### src/rtl/y_out_buffer.sv
// rtl/y_out_buffer.sv - four-lane result collector with round-robin serializing drain
//
// Purpose:
//   Captures four signed lane results (one set per y_capture strobe) into
//   DEPTH-entry per-lane stores. When all DEPTH entries are filled, the
//   buffer drains them one word per handshake in the order lane1, lane2,
//   lane3, lane4, then the next entry, until 4*DEPTH words have gone out.
//   The buffer then returns to filling.
//
// Build option:
//   YBUF_SAT_EN - when defined, each lane is signed-saturated to OUT_W bits
//                 before storage and sat_seen latches any clip. When it is
//                 undefined, the low OUT_W bits are stored (wrap) and
//                 sat_seen is tied low.
//
// Ports:
//   clk        rising-edge clock
//   rst        asynchronous active-low reset
//   y_in1..4   signed lane results, IN_W bits each
//   y_capture  capture strobe for all four lanes (honoured only in FILL)
//   cap_ready  high while captures are accepted (FILL)
//   out_data   serialized word, combinational from storage during DRAIN
//   out_valid  out_data is valid (DRAIN)
//   out_ready  downstream accepts out_data
//   drain_done one-cycle pulse on the final output handshake
//   sat_seen   sticky saturation flag (YBUF_SAT_EN builds only)

module y_out_buffer #(
  parameter int IN_W  = 19,
  parameter int OUT_W = 16,
  parameter int DEPTH = 8
) (
  input  logic               clk,
  input  logic               rst,
  input  logic [IN_W-1:0]    y_in1,
  input  logic [IN_W-1:0]    y_in2,
  input  logic [IN_W-1:0]    y_in3,
  input  logic [IN_W-1:0]    y_in4,
  input  logic               y_capture,
  output logic               cap_ready,
  output logic [OUT_W-1:0]   out_data,
  output logic               out_valid,
  input  logic               out_ready,
  output logic               drain_done,
  output logic               sat_seen
);

  localparam int CW = $clog2(DEPTH);
  localparam int RW = $clog2(4 * DEPTH);
  localparam logic [CW-1:0] CAP_LAST = CW'(DEPTH - 1);
  localparam logic [RW-1:0] RD_LAST  = RW'(4 * DEPTH - 1);

  typedef enum logic {
    FILL  = 1'b0,
    DRAIN = 1'b1
  } state_t;

  state_t          state;
  state_t          state_nxt;
  logic [CW-1:0]   cap_count;
  logic [RW-1:0]   rd_idx;
  logic            cap_fire;
  logic            out_fire;

  logic [OUT_W-1:0] mem [4][DEPTH];
  logic [OUT_W-1:0] conv_w [4];

`ifdef YBUF_SAT_EN
  logic [3:0] clip;
  logic       sat_reg;

  // A value fits in OUT_W signed bits when every bit from the OUT_W sign
  // position upward is a copy of the sign.
  function automatic logic does_clip(input logic [IN_W-1:0] v);
    logic [IN_W-OUT_W:0] hi;
    hi = v[IN_W-1:OUT_W-1];
    return !((&hi) || (~|hi));
  endfunction

  function automatic logic [OUT_W-1:0] sat_conv(input logic [IN_W-1:0] v);
    if (!does_clip(v))
      return v[OUT_W-1:0];
    else if (v[IN_W-1])
      return {1'b1, {(OUT_W-1){1'b0}}};
    else
      return {1'b0, {(OUT_W-1){1'b1}}};
  endfunction

  always_comb begin
    conv_w[0] = sat_conv(y_in1);
    conv_w[1] = sat_conv(y_in2);
    conv_w[2] = sat_conv(y_in3);
    conv_w[3] = sat_conv(y_in4);
    clip      = {does_clip(y_in4), does_clip(y_in3), does_clip(y_in2), does_clip(y_in1)};
  end

  always_ff @(posedge clk or negedge rst) begin
    if (!rst)
      sat_reg <= 1'b0;
    else if (cap_fire && (|clip))
      sat_reg <= 1'b1;
  end

  assign sat_seen = sat_reg;
`else
  logic unused_hi;

  // Wrap conversion keeps only the low OUT_W bits; the upper bits are
  // intentionally dropped.
  assign unused_hi = ^{y_in1, y_in2, y_in3, y_in4};

  always_comb begin
    conv_w[0] = y_in1[OUT_W-1:0];
    conv_w[1] = y_in2[OUT_W-1:0];
    conv_w[2] = y_in3[OUT_W-1:0];
    conv_w[3] = y_in4[OUT_W-1:0];
  end

  assign sat_seen = 1'b0;
`endif

  // State register.
  always_ff @(posedge clk or negedge rst) begin
    if (!rst)
      state <= FILL;
    else
      state <= state_nxt;
  end

  // Next-state and handshake outputs.
  always_comb begin
    state_nxt  = state;
    cap_ready  = 1'b0;
    out_valid  = 1'b0;
    out_data   = '0;
    drain_done = 1'b0;
    cap_fire   = 1'b0;
    out_fire   = 1'b0;
    case (state)
      FILL: begin
        cap_ready = 1'b1;
        if (y_capture) begin
          cap_fire = 1'b1;
          if (cap_count == CAP_LAST)
            state_nxt = DRAIN;
        end
      end
      DRAIN: begin
        out_valid = 1'b1;
        // Low two index bits pick the lane, the rest pick the entry.
        out_data  = mem[rd_idx[1:0]][rd_idx[RW-1:2]];
        if (out_ready) begin
          out_fire = 1'b1;
          if (rd_idx == RD_LAST) begin
            drain_done = 1'b1;
            state_nxt  = FILL;
          end
        end
      end
      default: state_nxt = FILL;
    endcase
  end

  // Counters. Both ranges are powers of two, so the natural wrap of the
  // increment returns them to 0 exactly on the last capture / last word.
  always_ff @(posedge clk or negedge rst) begin
    if (!rst) begin
      cap_count <= '0;
      rd_idx    <= '0;
    end else begin
      if (cap_fire)
        cap_count <= cap_count + 1'b1;
      if (out_fire)
        rd_idx <= rd_idx + 1'b1;
    end
  end

  // Lane storage.
  always_ff @(posedge clk or negedge rst) begin
    if (!rst) begin
      for (int l = 0; l < 4; l++)
        for (int e = 0; e < DEPTH; e++)
          mem[l][e] <= '0;
    end else if (cap_fire) begin
      for (int l = 0; l < 4; l++)
        mem[l][cap_count] <= conv_w[l];
    end
  end

endmodule

### config.mk
export PLATFORM = sky130hd
export DESIGN_NAME = y_out_buffer
export DESIGN_NICKNAME = d
export VERILOG_FILES = /design/src/rtl/y_out_buffer.sv
export SDC_FILE = /design/constraint.sdc
export NUM_CORES = 1
export LEC_CHECK = 0
export CAP_MARGIN = 0
export CORE_MARGIN = 3
export CORE_UTILIZATION = 64
export DETAILED_ROUTE_END_ITERATION = 7
export DONT_BUFFER_PORTS = 1
export PLACE_DENSITY_LB_ADDON = 0.1
export SKIP_LAST_GASP = 1
export SYNTH_ARGS = -nofsm -noshare
export SYNTH_HDL_FRONTEND = slang
export SYNTH_SLANG_ARGS = --single-unit
### constraint.sdc
create_clock -name clk -period 2.4 [get_ports clk]
set_input_delay 0.24 -clock clk [delete_from_list [all_inputs] [get_ports clk]]
set_output_delay 0.24 -clock clk [all_outputs]
set_load 0.01 [all_outputs]
==> summary.md <==
The path class of the lowest-slack min-delay path was input pin to asynchronous set/reset pin. In this run the cell area of the synthesized design comes to 0.0235 mm². The count of warnings emitted by yosys came out at 0.

The final reports fail on hold timing, setup timing. Detailed placement ended at an HPWL of 34100 µm. For the pin with the worst max-slew slack, the measured transition is 1370 ps. Cell internal power was estimated by the tool at 0.0274 W. The final layout contains 1652 nets. At the worst endpoint, the required time is 2160 ps.

The tools report the power share of the sequential group as 0.386. The tools report the power share of the clock group as 0.210. The number of antenna violations at the first check in global routing is 6, and the via density per instance is 6.53. The run gives 66 as the count of hold-fix buffers inserted at cts. In this run, distinct cell masters in the synthesized netlist total 36. Via count of the first global-routing pass: 14.1k. The placer congestion estimate is 0.810, and the setup skew after layout is 16.6 ps.

For this design, the slowest cell found on the critical path is dfrtp_4. The hold slack is -643 ps, and the port buffer count is 0. In this run the worst path has a maximum fanout of 11.

Capturing element type of the critical path: an output port. The most frequent cell on the critical path is buf_12. The die covers 0.0391 mm².

The placed instances occupy a cell area of 0.0244 mm². The logs give 0.555 for the sequential share of the synthesized area and 590 ps for the clock latency on the worst-skew pair. Summing internal, switching and leakage power gives 0.0402 W. IR analysis of the VDD net gives a maximum drop of 0.000827 V. Fraction of final layout cells with drive strength greater than 1: 0.473. The die width was 198 µm; the area taken by flip-flops and latches was 0.0130 mm². The clock slew seen by the registers of the worst setup and hold paths came out at 60 ps. Total power per unit cell area: 1460 mW/mm². After routing the design area is 0.0275 mm². For the antenna violation net count after detailed routing, the log shows 0.

The overall global routing resource usage is 0.291, and the power dissipated by switching net loads is 0.0127 W. After synthesis the netlist holds a flip-flop and latch count of 521. In this run the vertical extent of the chip is 198 µm.

Maximum clock insertion buffer count: 3. Clock tree synthesis selected as its root buffer the cell clkbuf_16. The largest area contributor in the netlist was dfrtp_1.

TritonCTS built the clock tree. The worst register-to-register path begins at state. The leakage power of the design came out at 12.0 nW.

The core region is 0.0359 mm². In this run, CTS created clock tree buffers numbering 52. The number of nets handed over by synthesis was 1536. For the number of iterations in the first detailed-routing pass, the log shows 5. The share of the synthesized area in the top cell type is 0.555, and the first-pass GRT wire length is 86000 µm. The share of the clock period used by the worst path came out at 1.21.

In this run the number of H-tree levels came out at 2. Signal arrival time at the worst endpoint: 2660 ps. The average instance area after synthesis is 16.2 µm². The total count of max-transition violations in the final report is 0, and the fmax is 345 MHz. The share of total power consumed by net switching came out at 0.317. Ranked by total cell area, the synthesized netlist is headed by dfrtp_1, mux2_2, mux4_2, mux2_1, mux2i_1.

The part of the power in combinational logic was 0.404. The number of endpoints with negative hold slack in the final report is 521, and the number of max-cap violations is 0. In this run the count of I/O pins placed on the die edge is 100. Setup violations remaining at the end of the flow were counted as 17. From synthesis to final layout, the design area changed by 17.0%.

The final routed wire length divided by cell count is 26.5 µm, and the end-of-flow core utilization is 0.765. The worst setup path is of the flop to output port kind. Traced cell by cell, the critical path runs through buf_12 > buf_12 > buf_8 > mux4_2 > a2111oi_4 > a211oi_2 > buf_4. The tools report the number of placement rows as 69.

For the total vias in the final route, the log shows 13.5k. Launch point of the worst path: rd_idx[0]. For the sum of routed wire length over all layers, the log shows 55000 µm. The tools report the area of the multi-input gates as 0.0102 mm².

Setup repair after global routing could not meet its margin everywhere. CTS saw 521 sinks. The flow ran to the end, but the final reports show violations.

The tools report the global-route congestion overflow total as 0. The largest stage delay on the critical path was 510 ps; the total of fill cells in the finished design was 2109. The logs give 0.0889 for the relative slew slack and 878 for the count of routing violations after the opening detailed-route iteration.

The worst setup path is launched from a flop. For the starting density of the core, the log shows 0.655. The placement-stage worst setup slack was -32.4 ps; the minimum clock period was 2900 ps.

For the final critical-path setup slack, the log shows -497 ps. For this run, design rule violations remaining after detail routing come to 0. The logs give 522 for the maximum number of pins on one net before global-route repair and 1452 for the cell count after synthesis.
## routing by layer
metal  GRT usage  vias up  wire, µm
met1       0.465     7402     26600
met2       0.420      292     24400
met3      0.0536       66      3100
li1            -     5774         -
met5           0        -        56
met4      0.0702        8       853
## worst max-delay path, delay by kind of cell (launching register included)
| family | cells | cell delay, ps |
|---|---|---|
| AOI/OAI and AO/OA | 2 | 500 |
| buffers and inverters | 4 | 620 |
| DFF | 1 | 510 |
| muxes | 1 | 450 |
## cell families (layout without fill, tap and decap cells)
group / Yosys count / after routing / share of synthesized area
other: 1 / 4 / 0.000160
adders and majority gates: 4 / 4 / 0.00213
xor gates and xnor gates: 4 / 4 / 0.00149
muxes: 678 / 678 / 0.368
buffers and inverters: 107 / 266 / 0.0282
DFF: 521 / 521 / 0.555
AOI/OAI and AO/OA: 109 / 109 / 0.0389
and+or+nand+nor: 28 / 28 / 0.00660
## power groups by stage
stage / clock network, W / logic (W) / registers (W)
CTS: 0.00858 / 0.0157 / 0.0155
finish: 0.00844 / 0.0162 / 0.0155
detailed placement: 0 / 0.0143 / 0.0156
global placement: 0 / 0.0139 / 0.0153
global route: 0.00894 / 0.0172 / 0.0160
floorplan: 0 / 0.0106 / 0.0147
## area by class of cell
| class | instances | share of cell area |
|---|---|---|
| diodes | 3 | 0.000273 |
| clock buffers | 78 | 0.0568 |
| clock inverters | 19 | 0.00865 |
| inverters | 1 | 0.000137 |
| multi-input cells | 824 | 0.372 |
| flip-flops and latches | 521 | 0.475 |
| well taps | 461 | 0.0210 |
| repair buffers | 168 | 0.0669 |
## state kept, by name, summed over array words and instances, names as in the netlist
name and count:
state 1, rd_idx 5, mem 512, cap_count 3
## cells in the mapped netlist
cell type / count
nand3b_1: 4
and3_1: 3
buf_1: 2
mux2_2: 415
mux2_1: 101
nor3b_1: 2
nand2_1: 4
inv_1: 1
buf_4: 24
a22o_1: 15
nor2_1: 5
xor2_1: 2
nand3_1: 5
mux4_1: 1
buf_8: 2
xnor2_1: 2
nor2_2: 1
dfrtp_1: 521
buf_2: 45
o2111a_1: 1
o221ai_1: 15
buf_12: 1
ha_1: 4
nor2b_1: 3
mux2i_1: 65
a2111oi_2: 15
and2b_1: 1
buf_6: 10
mux4_2: 96
a21oi_1: 16
a22oi_1: 15
conb_1: 1
clkbuf_1: 22
a211oi_1: 15
o22ai_1: 16
a211o_1: 1
## path summary, 6_finish.rpt
path / end / slack, ps / depth (start not counted)
max: out_data[13] / -500 / 7
min: mem[432] / -640 / 0
max reg2reg: mem[205] / 190 / 5
min reg2reg: mem[171] / 480 / 1
max in group asynchronous: rd_idx[2] / 1770 / 0
min in group clk: cap_count[0] / 140 / 3
## repair_timing
item,in CTS,in global routing
pin swaps,19,21
gates cloned,3,0
setup endpoints to repair,17,17
gates resized for setup,47,33
endpoints found under the hold margin,1038,521
buffers inserted,14,2
## cell usage in the layout (no fill, tap or decap), drive strengths merged, types with 4 or more instances in the layout
| cell type | n |
|---|---|
| a2111oi | 15 |
| mux4 | 97 |
| clkinv | 11 |
| mux2i | 65 |
| a22oi | 15 |
| o221ai | 15 |
| a22o | 15 |
| buf | 102 |
| nand3b | 4 |
| o22ai | 16 |
| bufinv | 5 |
| nand2 | 4 |
| a21oi | 16 |
| a211oi | 15 |
| ha | 4 |
| mux2 | 516 |
| clkbuf | 78 |
| nor2 | 6 |
| nand3 | 5 |
| dfrtp | 521 |
| dlygate4sd3 | 66 |
## through the flow
stage          instances  hold WS [ps]  TNS (ps)
6_report            2075          -643     -7170
3_3_place_gp        1891         -42.3     -37.1
4_1_cts             2071          -676     -8260
2_1_floorplan       1452         -55.6         0
3_5_place_dp        1891         -36.2     -66.5
5_1_grt             2073          -670     -8590
(Power assumes the default switching activity.)
